**config.mk**
```make
export PLATFORM = sky130hd
export DESIGN_NAME = equation_generator_flat
export DESIGN_NICKNAME = d
export VERILOG_FILES = /design/src/rtl/equation_generator_if.sv /design/src/rtl/equation_generator.sv /design/src/flat_wrapper.sv
export SDC_FILE = /design/constraint.sdc
export NUM_CORES = 1
export LEC_CHECK = 0
export ABC_AREA = 0
export BUFFER_PORTS_ARGS = -buffer_cell sky130_fd_sc_hd__buf_2
export CORE_MARGIN = 5
export CORE_UTILIZATION = 45
export DETAILED_ROUTE_END_ITERATION = 10
export HOLD_SLACK_MARGIN = 0.12
export PLACE_DENSITY = 0.71
export SLEW_MARGIN = 0
export SYNTH_ARGS = -nofsm -noshare
export SYNTH_HDL_FRONTEND = slang
export SYNTH_SLANG_ARGS = --single-unit
export TNS_END_PERCENT = 50
```
**constraint.sdc**
```tcl
create_clock -name i_clk -period 2.93 [get_ports i_clk]
set_input_delay 0.293 -clock i_clk [delete_from_list [all_inputs] [get_ports i_clk]]
set_output_delay 0.293 -clock i_clk [all_outputs]
set_load 0.005 [all_outputs]
```
**src/rtl/equation_generator_if.sv**
```systemverilog
// Equation handshake bundle between the equation producer and its consumers.
// The slave modport is the producer's view; the master modport is the controller/checker view.
interface equation_generator_if;
    logic       i_start;
    logic [6:0] i_seed;
    logic [1:0] i_level;
    logic       i_ack;
    logic [3:0] o_operand_a;
    logic [3:0] o_operand_b;
    logic [1:0] o_operator;
    logic [7:0] o_expected;
    logic       o_valid;
    logic       o_busy;

    modport slave (
        input  i_start, i_seed, i_level, i_ack,
        output o_operand_a, o_operand_b, o_operator, o_expected, o_valid, o_busy
    );

    modport master (
        output i_start, i_seed, i_level, i_ack,
        input  o_operand_a, o_operand_b, o_operator, o_expected, o_valid, o_busy
    );
endinterface

```
**src/rtl/equation_generator.sv**
```systemverilog
// Builds one arithmetic problem per request from an LFSR mixed with a seed and holds it
// on a valid/ack handshake. Multiplication is an iterative 4-step shift-add.
module equation_generator #(
    parameter logic [7:0] LFSR_INIT = 8'hA5
) (
    input  logic                 i_clk,
    input  logic                 i_rst_n,
    equation_generator_if.slave  bus
);

    typedef enum logic [2:0] {
        S_IDLE, S_PICK_OPS, S_PICK_OP, S_COMPUTE, S_ACCUM, S_PRESENT
    } state_t;

    typedef enum logic [1:0] {
        OP_ADD = 2'b00,
        OP_SUB = 2'b01,
        OP_MUL = 2'b10
    } op_t;

    state_t     r_state, w_next_state;
    op_t        r_operator, w_op;
    logic [7:0] r_lfsr, w_step, w_lfsr_cand, w_lfsr_next;
    logic [3:0] r_op_a, r_op_b;
    logic [7:0] r_expected, r_acc;
    logic [1:0] r_cnt;
    logic       r_valid, r_busy;
    logic       w_swap;
    logic [7:0] w_addend, w_acc_sum, w_arith;

    // Fibonacci step; the seed is folded in only on the edge that accepts Start.
    assign w_step      = {r_lfsr[6:0], r_lfsr[7] ^ r_lfsr[5] ^ r_lfsr[4] ^ r_lfsr[3]};
    assign w_lfsr_cand = (r_state == S_IDLE && bus.i_start) ? (w_step ^ {1'b0, bus.i_seed}) : w_step;
    assign w_lfsr_next = (w_lfsr_cand == 8'h00) ? LFSR_INIT : w_lfsr_cand;

    always_comb begin
        // NOTE: every always_comb output gets a default first so no path can infer a latch.
        w_op = OP_ADD;
        unique case (bus.i_level)
            2'd0:    w_op = OP_ADD;
            2'd1:    w_op = r_lfsr[0] ? OP_SUB : OP_ADD;
            default: begin
                unique case (r_lfsr[1:0])
                    2'd1:    w_op = OP_SUB;
                    2'd2:    w_op = OP_MUL;
                    default: w_op = OP_ADD;
                endcase
            end
        endcase
    end

    assign w_swap    = (w_op == OP_SUB) && (r_op_a < r_op_b);
    assign w_addend  = r_op_b[r_cnt] ? ({4'b0000, r_op_a} << r_cnt) : 8'd0;
    assign w_acc_sum = r_acc + w_addend;
    assign w_arith   = (r_operator == OP_SUB) ? ({4'b0000, r_op_a} - {4'b0000, r_op_b})
                                              : ({4'b0000, r_op_a} + {4'b0000, r_op_b});

    always_comb begin
        w_next_state = r_state;
        unique case (r_state)
            S_IDLE:     if (bus.i_start) w_next_state = S_PICK_OPS;
            S_PICK_OPS: w_next_state = S_PICK_OP;
            S_PICK_OP:  w_next_state = S_COMPUTE;
            S_COMPUTE:  w_next_state = S_ACCUM;
            S_ACCUM:    if (r_operator != OP_MUL || r_cnt == 2'd3) w_next_state = S_PRESENT;
            S_PRESENT:  if (bus.i_ack) w_next_state = S_IDLE;
            default:    w_next_state = S_IDLE;
        endcase
    end

    always_ff @(posedge i_clk or negedge i_rst_n) begin
        // NOTE: sequential state uses non-blocking assignments so all registers update together.
        if (!i_rst_n) r_state <= S_IDLE;
        else          r_state <= w_next_state;
    end

    // COMPUTE spends its entry cycle clearing the accumulator; the arithmetic runs in ACCUM.
    always_ff @(posedge i_clk or negedge i_rst_n) begin
        if (!i_rst_n) begin
            r_lfsr     <= LFSR_INIT;
            r_op_a     <= '0;
            r_op_b     <= '0;
            r_operator <= OP_ADD;
            r_expected <= '0;
            r_acc      <= '0;
            r_cnt      <= '0;
            r_valid    <= 1'b0;
            r_busy     <= 1'b0;
        end else begin
            r_lfsr  <= w_lfsr_next;
            r_valid <= (w_next_state == S_PRESENT);
            r_busy  <= (w_next_state != S_IDLE);
            unique case (r_state)
                S_PICK_OPS: begin
                    r_op_a <= r_lfsr[3:0];
                    r_op_b <= r_lfsr[7:4];
                end
                S_PICK_OP: begin
                    r_operator <= w_op;
                    if (w_swap) begin
                        r_op_a <= r_op_b;
                        r_op_b <= r_op_a;
                    end
                end
                S_COMPUTE: begin
                    r_acc <= '0;
                    r_cnt <= '0;
                end
                S_ACCUM: begin
                    if (r_operator == OP_MUL) begin
                        r_acc <= w_acc_sum;
                        r_cnt <= r_cnt + 2'd1;
                        if (r_cnt == 2'd3) r_expected <= w_acc_sum;
                    end else begin
                        r_expected <= w_arith;
                    end
                end
                default: ;
            endcase
        end
    end

    assign bus.o_operand_a = r_op_a;
    assign bus.o_operand_b = r_op_b;
    assign bus.o_operator  = r_operator;
    assign bus.o_expected  = r_expected;
    assign bus.o_valid     = r_valid;
    assign bus.o_busy      = r_busy;

endmodule

```
**src/flat_wrapper.sv**
```systemverilog
// flat-port wrapper written by rule: the top's interface ports become plain ports
module equation_generator_flat 
#(
    parameter logic [7:0] LFSR_INIT = 8'hA5
)
  (i_clk, i_rst_n, bus_i_start, bus_i_seed, bus_i_level, bus_i_ack, bus_o_operand_a, bus_o_operand_b, bus_o_operator, bus_o_expected, bus_o_valid, bus_o_busy);
  equation_generator_if bus_i ();
  input  logic i_clk;
  input  logic i_rst_n;
  input wire logic [$bits(bus_i.i_start)-1:0] bus_i_start;
  input wire logic [$bits(bus_i.i_seed)-1:0] bus_i_seed;
  input wire logic [$bits(bus_i.i_level)-1:0] bus_i_level;
  input wire logic [$bits(bus_i.i_ack)-1:0] bus_i_ack;
  output wire logic [$bits(bus_i.o_operand_a)-1:0] bus_o_operand_a;
  output wire logic [$bits(bus_i.o_operand_b)-1:0] bus_o_operand_b;
  output wire logic [$bits(bus_i.o_operator)-1:0] bus_o_operator;
  output wire logic [$bits(bus_i.o_expected)-1:0] bus_o_expected;
  output wire logic [$bits(bus_i.o_valid)-1:0] bus_o_valid;
  output wire logic [$bits(bus_i.o_busy)-1:0] bus_o_busy;
  assign bus_i.i_start = bus_i_start;
  assign bus_i.i_seed = bus_i_seed;
  assign bus_i.i_level = bus_i_level;
  assign bus_i.i_ack = bus_i_ack;
  assign bus_o_operand_a = bus_i.o_operand_a;
  assign bus_o_operand_b = bus_i.o_operand_b;
  assign bus_o_operator = bus_i.o_operator;
  assign bus_o_expected = bus_i.o_expected;
  assign bus_o_valid = bus_i.o_valid;
  assign bus_o_busy = bus_i.o_busy;
  equation_generator #(.LFSR_INIT(LFSR_INIT)) u_core (.i_clk(i_clk), .i_rst_n(i_rst_n), .bus(bus_i));
endmodule
```
==> run metrics <==
clock slew at reported path FFs=about 0.090 ns; n_diodes=0; top post-synthesis cells by area=dfrtp_1 33%, ha_1 7.2%, nand2_1 6.1%, mux2i_1 4.7%, o21ai_0 3.9%; Gate Count Post-Synth=297; RSZ-0062 raised after global routing=false; vias in the first global route=roughly 2200; first-pass GRT wire length=roughly 11000 um; final layout net count=359; port bufs=32; Die ar.=roughly 8000 um2; die height=between 80 and 90 um; FF-to-FF path depth=8; Async SR Flop Fraction=100%; pin slew with the least headroom to its limit=0.890 ns; Clock Tree Buf Depth=2; setup slack, reg-to-reg=roughly 0.29 ns; setup violators final=0; Max Fclk=between 0.3 and 0.4 GHz; Seq pwr share=32.2%; final WL=between 6000 and 7000 um; Synth-to-Final Area Change=12.5%; core area=around 6000 um2; Final Hold Vio Count=0; Placer Congestion=roughly 0.86; CP startpoint=u_core.bus.o_operand_b[0]; Seq/Total Area, Yosys=between 30% and 40%; most used cell, CP=a21o_1; Synthesized Nets=about 330; Worst Path Max Fanout=8; die width=between 80 and 90 um; initial antenna violation count=0; Ports=33; setup TNS=0 ns; DR vias=roughly 2200; RR Startpoint=u_core.bus.o_operand_b[0]; Seq cells post-synth=41; Synth Flop Type=dfrtp_1; gr usage total=between 10% and 20%; fillers=~540; Via density=~5.5; Yosys cell types=slightly below 60; Cell Chain, Critical Path=mux4_2 -> and2_1 -> ha_1 -> a21o_1 -> a21o_1 -> a21o_1 -> a311oi_1 -> a21oi_1; CP Data Arrival Time=~2.8 ns; largest net degree at the start of global routing=42; critical path type=reg -> reg; post-route setup slack=0.290 ns; Worst path slowest cell=mux4_2; Period Utilization, post-route=90.1%; crit start category=flop; P per Cell Area=between 1000 and 1500 nW/um2; Yosys Warn Count=0; CTS resizes=0; initial core utilization=46.6%; drt wl/cell=around 15 um; switch share=a little over two fifths; Worst R2R End=u_core.bus.o_expected[6]; CTS buffer count=5; clk sink count=41; number of synthesized flops with an enable pin=0; Setup Fix Bufs, Post-CTS=0; Synth Cell Area=around 2800 um2; Final HPWL DP=roughly 4700 um; Top delay family on crit path=compound AO/OA/AOI/OAI gates; status=completed; Antenna Nets Post-Route=0; post-synth top area share=between 30% and 40%; DR DRC count=0; Hold Path Class=in -> async; Period minus WS final=around 2.6 ns; hold buffers post-CTS=0; Lkg Pwr=about 0.0015 uW; Synth area leader=dfrtp_1; combinational power share=52.5%; H-tree depth=2; DRT iter0 DRCs=137; CP endpoint kind=flop; layout cells sized above 1=between 10% and 20%; Max VDD drop=approximately 0.58 mV; CTS tree=done; Max Cap Viol=0; dpl ws=0.339 ns; most numerous cell in the Yosys netlist=nand2_1; max incr delay on CP=roughly 0.5 ns; Clk Latency, worst-skew pair=0.30 ns; Clk network pwr share=15.3%; Rel. slew slack=between 40% and 50%; NetSw=approximately 1500 uW; Post-synth top cells=45 x nand2_1, 37 x dfrtp_1, 22 x o21ai_0; final worst clock skew=0.0128 ns; site row count=28; WP data required=approximately 3.1 ns; syn avg cell area=about 9.4 um2; total congestion overflow=0; Max Slew Vio Count=0; clk root buf=clkbuf_8; Pre-Repair DR Iteration Count=4; Int Pwr=2070 uW; buffer and inverter count on the worst path=0
[sequential cells by signal, indices dropped and copies added, names as in the netlist]
register and count:
u_core.r_state 3, u_core.bus.o_operand_b 4, u_core.bus.o_busy 1, u_core.bus.o_valid 1
u_core.r_cnt 2, u_core.bus.o_operand_a 4, u_core.r_lfsr 8, u_core.bus.o_operator 2
u_core.r_acc 8, u_core.bus.o_expected 8
[worst reg2reg max path: stages, from the launching register on]
cell and delay (ns):
dfrtp_1 0.48, mux4_2 0.51, and2_1 0.16, ha_1 0.31, a21o_1 0.20, a21o_1 0.22
a21o_1 0.19, a311oi_1 0.32, a21oi_1 0.11
[power groups by stage]
stage / clock [uW] / combinational [uW] / sequential (uW)
4_1_cts: 564 / 1900 / 1160
3_5_place_dp: 0 / 1880 / 1170
3_3_place_gp: 0 / 1850 / 1150
2_1_floorplan: 0 / 1520 / 1030
5_1_grt: 591 / 2140 / 1210
6_report: 554 / 1890 / 1160
[per-stage QoR]
stage / hold WS [ns] / instance area [um2] / util [%] / instances / power [uW]
detailed placement: 0.466 / 3000 / 50.1 / 395 / 3050
floorplan: -0.00259 / 2790 / - / 297 / 2550
CTS: 0.141 / 3140 / 52.4 / 403 / 3620
finish: 0.105 / 3140 / 52.4 / 403 / 3610
global route: 0.195 / 3140 / 52.4 / 403 / 3940
global placement: 0.456 / 3000 / 50.1 / 395 / 3000
[logic make-up (layout without fill, tap and decap cells)]
group	after synthesis	count (layout)	synth area share, %
mux	18	18	7.09
buf+inv	26	57	4.49
simple gates	97	97	17.7
compound gates	76	76	17.6
xor+xnor	20	20	6.82
fa+ha+maj	19	19	9.33
flops	41	41	37.0
[layout by cell type (no fill, tap or decap), types with 3 or more instances in the layout]
| cell type | instances |
|---|---|
| o21ai_0 | 22 |
| xor2_1 | 7 |
| dfstp_2 | 4 |
| fa_1 | 3 |
| xnor2_1 | 12 |
| nor3_1 | 3 |
| inv_1 | 12 |
| a21oi_1 | 12 |
| nor2_1 | 17 |
| mux2i_1 | 13 |
| nand3b_1 | 3 |
| dfrtp_1 | 37 |
| nor2b_1 | 5 |
| a31oi_1 | 3 |
| buf_2 | 32 |
| o31ai_1 | 4 |
| buf_4 | 5 |
| o21a_1 | 5 |
| nand3_1 | 3 |
| nand2_1 | 45 |
| ha_1 | 16 |
| mux2_2 | 3 |
| o21ai_1 | 5 |
| a21o_1 | 5 |
| clkbuf_8 | 5 |
| and2_1 | 5 |
| nand2b_1 | 3 |
[area by class of cell]
| class | count | area [um2] | share of cell area [%] |
|---|---|---|---|
| Clock buffer | 5 | 68.8 | 2.19 |
| Clock inverter | 3 | 68.8 | 2.19 |
| Inverter | 12 | 45.0 | 1.44 |
| Multi-Input combinational cell | 230 | 1630 | 52.0 |
| Sequential cell | 41 | 1030 | 32.9 |
| Tap cell | 75 | 93.8 | 2.99 |
| Timing Repair Buffer | 37 | 198 | 6.30 |
[metal layers]
metal  track usage [%]  wire, um
met3              2.89       248
met1              22.2      2840
met2              28.5      2820
met4              5.77       173
met5                 0         0
[worst max-delay path by stage]
stage | depth (start not counted) | end
global route | 8 | u_core.r_acc[6]
CTS | 8 | u_core.bus.o_expected[6]
finish | 8 | u_core.bus.o_expected[6]
floorplan | 9 | u_core.bus.o_expected[6]
detailed placement | 8 | u_core.bus.o_expected[6]
global placement | 8 | u_core.bus.o_expected[6]
Power figures use the tool's default switching activity.
